<file path="config.mk">
export PLATFORM = sky130hd
export DESIGN_NAME = seg7_capture_rx
export DESIGN_NICKNAME = d
export VERILOG_FILES = /design/src/rtl/seg7_capture_rx.sv
export SDC_FILE = /design/constraint.sdc
export NUM_CORES = 1
export LEC_CHECK = 0
export CAP_MARGIN = 20
export CORE_MARGIN = 1.5
export CORE_UTILIZATION = 38
export CTS_CLUSTER_SIZE = 12
export DETAILED_ROUTE_END_ITERATION = 10
export PLACE_DENSITY = 0.67
export SLEW_MARGIN = 25
export SYNTH_ARGS = -nofsm -noshare
export SYNTH_HDL_FRONTEND = slang
export SYNTH_SLANG_ARGS = --single-unit
export TNS_END_PERCENT = 10
</file>
<file path="constraint.sdc">
create_clock -name clk -period 3 [get_ports clk]
set_clock_uncertainty 0.1 [all_clocks]
set_input_delay 0.75 -clock clk [delete_from_list [all_inputs] [get_ports clk]]
set_output_delay 0.75 -clock clk [all_outputs]
set_load 0.02 [all_outputs]
</file>
<file path="src/rtl/seg7_capture_rx.sv">
// Seven-segment result receiver: decodes strobed patterns, queues them in a FIFO, and keeps saturating tallies.
// Latency: a strobe sampled at edge N is counted and written to the FIFO at edge N+1.
// Backpressure: the producer is never stalled. A push into a full FIFO with no pop on the same edge is dropped and counted.
//
// Ports:
//   clk, rst              clock and asynchronous active-high reset
//   seg_in, seg_valid     segment pattern (bit 6 = a .. bit 0 = g) and its single-cycle strobe
//   clr_cnt               synchronous clear of the four tallies
//   out_valid/out_ready   handshake for the FIFO head
//   out_code, out_is_one  head class (0 ZERO, 1 ONE, 3 INVALID) and the ONE flag
//   fifo_level            occupied entries
//   cnt_*                 saturating tallies of ONE, ZERO, INVALID and dropped results
module seg7_capture_rx #(
   parameter int ACTIVE_LOW = 1,
   parameter int DEPTH      = 4,
   parameter int CNT_BITS   = 16
) (
   input  logic                    clk,
   input  logic                    rst,
   input  logic [6:0]              seg_in,
   input  logic                    seg_valid,
   input  logic                    clr_cnt,
   output logic                    out_valid,
   input  logic                    out_ready,
   output logic [1:0]              out_code,
   output logic                    out_is_one,
   output logic [$clog2(DEPTH):0]  fifo_level,
   output logic [CNT_BITS-1:0]     cnt_one,
   output logic [CNT_BITS-1:0]     cnt_zero,
   output logic [CNT_BITS-1:0]     cnt_err,
   output logic [CNT_BITS-1:0]     cnt_drop
);

   localparam int AW = $clog2(DEPTH);
   localparam int LW = AW + 1;
   localparam logic [LW-1:0] FULL_LVL = LW'(DEPTH);

   // Class code 2 is never emitted, so it serves internally as the BLANK marker.
   localparam logic [1:0] C_ZERO  = 2'd0;
   localparam logic [1:0] C_ONE   = 2'd1;
   localparam logic [1:0] C_BLANK = 2'd2;
   localparam logic [1:0] C_INV   = 2'd3;

   logic [6:0]          ah;
   logic [1:0]          cls;
   logic                stg_vld_q;
   logic [1:0]          stg_code_q;
   logic [1:0]          mem_q [DEPTH];
   logic [AW-1:0]       wr_ptr_q, rd_ptr_q;
   logic [LW-1:0]       level_q, level_d;
   logic [CNT_BITS-1:0] cnt_one_q, cnt_zero_q, cnt_err_q, cnt_drop_q;
   logic                push, pop, full, accept, drop;

   // Saturating increment. Clear takes priority over an increment on the same edge.
   function automatic logic [CNT_BITS-1:0] tally(input logic [CNT_BITS-1:0] c,
                                                 input logic inc, input logic clr);
      if (clr)
         return '0;
      else if (inc && !(&c))
         return c + CNT_BITS'(1);
      else
         return c;
   endfunction

   always_comb begin
      ah  = (ACTIVE_LOW != 0) ? ~seg_in : seg_in;
      cls = C_INV;
      case (ah)
         7'b1111110: cls = C_ZERO;
         7'b0110000: cls = C_ONE;
         7'b0000000: cls = C_BLANK;
         default:    cls = C_INV;
      endcase
   end

   always_comb begin
      push   = stg_vld_q && (stg_code_q != C_BLANK);
      pop    = out_valid && out_ready;
      full   = (level_q == FULL_LVL);
      // A pop on the same edge frees the slot, so a full FIFO can still accept.
      accept = push && (!full || pop);
      drop   = push && full && !pop;
      level_d = level_q;
      if (accept && !pop)
         level_d = level_q + LW'(1);
      else if (!accept && pop)
         level_d = level_q - LW'(1);
   end

   always_ff @(posedge clk or posedge rst) begin
      if (rst) begin
         stg_vld_q  <= 1'b0;
         stg_code_q <= C_ZERO;
      end else begin
         stg_vld_q <= seg_valid;
         if (seg_valid)
            stg_code_q <= cls;
      end
   end

   always_ff @(posedge clk or posedge rst) begin
      if (rst) begin
         for (int i = 0; i < DEPTH; i++)
            mem_q[i] <= C_ZERO;
         wr_ptr_q <= '0;
         rd_ptr_q <= '0;
         level_q  <= '0;
      end else begin
         if (accept) begin
            mem_q[wr_ptr_q] <= stg_code_q;
            wr_ptr_q        <= wr_ptr_q + AW'(1);
         end
         if (pop)
            rd_ptr_q <= rd_ptr_q + AW'(1);
         level_q <= level_d;
      end
   end

   always_ff @(posedge clk or posedge rst) begin
      if (rst) begin
         cnt_one_q  <= '0;
         cnt_zero_q <= '0;
         cnt_err_q  <= '0;
         cnt_drop_q <= '0;
      end else begin
         cnt_one_q  <= tally(cnt_one_q,  push && (stg_code_q == C_ONE),  clr_cnt);
         cnt_zero_q <= tally(cnt_zero_q, push && (stg_code_q == C_ZERO), clr_cnt);
         cnt_err_q  <= tally(cnt_err_q,  push && (stg_code_q == C_INV),  clr_cnt);
         cnt_drop_q <= tally(cnt_drop_q, drop,                           clr_cnt);
      end
   end

   // The head is read straight from storage; when empty this shows the stale slot.
   assign out_valid  = (level_q != '0);
   assign out_code   = mem_q[rd_ptr_q];
   assign out_is_one = (mem_q[rd_ptr_q] == C_ONE);
   assign fifo_level = level_q;
   assign cnt_one    = cnt_one_q;
   assign cnt_zero   = cnt_zero_q;
   assign cnt_err    = cnt_err_q;
   assign cnt_drop   = cnt_drop_q;

endmodule

</file>
==> results.toml, run 1 <==
[outcome]
status = "finished, final reports clean"

[grt]
antenna_found_initial = 0
track_usage = 0.173
grt.overflow.total = 0
grt_pass1_wl_um = 16500
grt_max_degree = 39
grt_pass1_vias = 3473

[synth]
muxShareOfSynthArea = 0.0435
syn_inst = 441
synth_area_per_cell_um2 = 9.86
yosys.area_share.simple = 0.265
synth_nets = 463
ys_async_sr_fraction = 1.00
ys_ff_latch = 82
synth-compound-area-share = 0.0527
synth-edff-count = 0
synth_top_family_by_area = "simple AND/OR/NAND/NOR gates"
synth_xor_area_frac = 0.113
ys_warn_count = 0
synth_cell_types = 48
synth.cell_area_um2 = 4350
ys_seq_area_frac = 0.472
synth_ff_type = "dfrtp_1"
synth_adder_area_share = 0.0305

[worst_setup_path]
cp_top_family = "multiplexers"
path_max_fanout = 4
reg2regPathDepth = 5
cp_data_arrival_time_ns = 1.91
cp.required_ns = 2.15
cp-end-kind = "primary output"
cp_slowest_stage_delay_ns = 0.57
cp_cell_sequence = "mux4_2 > clkdlybuf4s50_1"
worst_path_max_delay_cell = "mux4_2"
crit_cells = 2
critPathLaunchType = "flip-flop"
crit_type = "flip-flop to primary output"
cp_num_buf_inv = 1

[floorplan]
die-area_um2 = 12100
core_area_um2 = 11000
start_util = 0.396
num_rows = 38
die_w_um = 110
ios = 83
die_h_um = 110

[finish]
n_fill_cell = 996
area_growth_pct = 30.2
antenna_cells = 0
fin_nets = 548
finish.instance_area_um2 = 5660
multiInputGateArea_um2 = 2190
regArea_um2 = 2050
drive_gt1_frac = 0.0810
fin_util = 0.515

[sta]
rsz0062_at_grt = "no"
fmax_mhz = 362
worst_pin_slew_ns = 0.657
timing.final.ws_setup_ns = 0.241
finalSetupTns_ns = 0
setup_violations = 0
min_period_over_period = 0.920
finalHoldViolations = 0
period_minus_slack_ns = 2.76
hold-worst-slack_ns = 0.413
relSlewSlack = 0.562
slew_viol_final = 0

[clock_network]
cts_sinks = 82
cts_max_path_buffers = 2
numCtsBuffers = 9
post_cts.repair.setup_buffers = 0
clock_latency_ns = 0.34
cts_resized = 0
cts_hold_buf = 0
root_buffer = "clkbuf_16"
cts.htree.levels = 3
tritoncts = "yes"
clkSlewWorstSetupHoldPaths_ns = 0.06

[min_path]
hold_path_depth = 1
hp-class = "flip-flop to flip-flop"

[detailed_routing]
vias_per_cell = 5.36
dr_total_vias = 3595
drc = 0
first_iter_violations = 163
antenna_left = 0
firstDrtPassIters = 4
drt-total-wl_um = 9910
wl_per_cell_um = 14.8

[power]
intPower_mw = 2.05
p_comb_frac = 0.162
clkPwrFrac = 0.387
ir_drop_mv = 0.513
switching_power_uw = 756
swShare = 0.269
power_frac_seq = 0.451
leakage_nw = 2.20
pwr_density_cell_nw_per_um2 = 496

[placed_design]
placed_area_um2 = 5370
io_buffer_count = 82
dpl.hpwl_um = 6950
place.gp.congestion = 0.819
post-place-ws_ns = 0.142

[flow_run]
drv.max_cap_violation_count = 0
sequential cells by signal, indices dropped and copies added (netlist names):
register and count:
cnt_drop 16, cnt_err 16, cnt_one 16, cnt_zero 16, mem_q 8, fifo_level 3
rd_ptr_q 2, stg_code_q 2, wr_ptr_q 2, stg_vld_q 1
path summary, 6_finish.rpt:
| path | from | to | slack, ns |
|---|---|---|---|
| hold reg to reg | mem_q[0] | mem_q[0] | 0.41 |
| hold / removal | mem_q[0] | mem_q[0] | 0.41 |
| max in group asynchronous | rst | fifo_level[2] | 1.53 |
| min in group asynchronous | rst | cnt_zero[14] | 0.71 |
| setup / recovery | rd_ptr_q[0] | out_code[1] | 0.24 |
| setup reg to reg | cnt_zero[8] | cnt_zero[15] | 0.63 |
power by group through the flow:
stage	registers, mW	clock network [mW]	logic [mW]
3_3_place_gp	1.28	0	0.447
4_1_cts	1.27	1.12	0.462
3_5_place_dp	1.28	0	0.460
6_report	1.27	1.09	0.454
5_1_grt	1.28	1.17	0.507
2_1_floorplan	1.29	0	0.264
cell type report:
cell class	count	share of cell area
Inverter	8	0.00553
Tap cell	140	0.0310
Clock buffer	11	0.0411
Clock inverter	5	0.00973
Timing Repair Buffer	92	0.162
Sequential cell	82	0.363
Multi-Input combinational cell	333	0.388
Yosys cell counts, types with 4 or more instances:
library cell	count	share of area
clkbuf_1	14	0.012
a31oi_1	5	0.0072
dfrtp_1	82	0.47
ha_1	9	0.026
nor4_1	12	0.017
mux2_2	9	0.023
a21oi_1	12	0.014
nand2_1	29	0.025
nor2_1	69	0.060
and4_1	13	0.026
inv_1	8	0.0069
nand3_1	25	0.029
xor2_1	15	0.030
nand4_1	18	0.026
nor3_1	15	0.017
o21ai_0	4	0.0046
nor2b_1	4	0.0058
xnor2_1	41	0.083
and3_1	11	0.016
metal layers:
layer | global-route usage | wire (µm) | vias up
met2 | 0.272 | 4660 | 62
met5 | 0 | 0 | -
met1 | 0.242 | 4740 | 1790
met3 | 0.0279 | 408 | 8
li1 | - | - | 1735
met4 | 0.0612 | 98 | 0
cells in the final DEF (no fill, tap or decap), types with 5 or more instances in the layout:
| cell | n |
|---|---|
| a21oi_1 | 12 |
| a31oi_1 | 5 |
| and3_1 | 11 |
| and4_1 | 13 |
| buf_4 | 8 |
| clkbuf_16 | 9 |
| clkdlybuf4s50_1 | 80 |
| dfrtp_1 | 82 |
| ha_1 | 9 |
| inv_1 | 7 |
| mux2_2 | 9 |
| nand2_1 | 29 |
| nand3_1 | 25 |
| nand4_1 | 18 |
| nor2_1 | 69 |
| nor3_1 | 15 |
| nor4_1 | 12 |
| xnor2_1 | 41 |
| xor2_1 | 15 |
metrics by stage:
step	std cells	power, mW
after floorplan	441	1.56
after global placement	655	1.73
after detailed placement	655	1.74
after CTS	671	2.85
after global routing	671	2.95
final	671	2.81
logic make-up after synthesis:
| logic type | Yosys count |
|---|---|
| AOI/OAI and AO/OA | 33 |
| xor gates and xnor gates | 56 |
| adders and majority gates | 10 |
| buffers and inverters | 26 |
| DFF | 82 |
| muxes | 15 |
| and+or+nand+nor | 219 |
Note: power is estimated with default switching activity, not from simulation.
==> run 2: changes to the inputs <==
Settings changed: CTS_CLUSTER_DIAMETER from default to 100.
==> results of run 2 <==
Same layout as run 1: the final DEF is identical, and so are final timing and power.
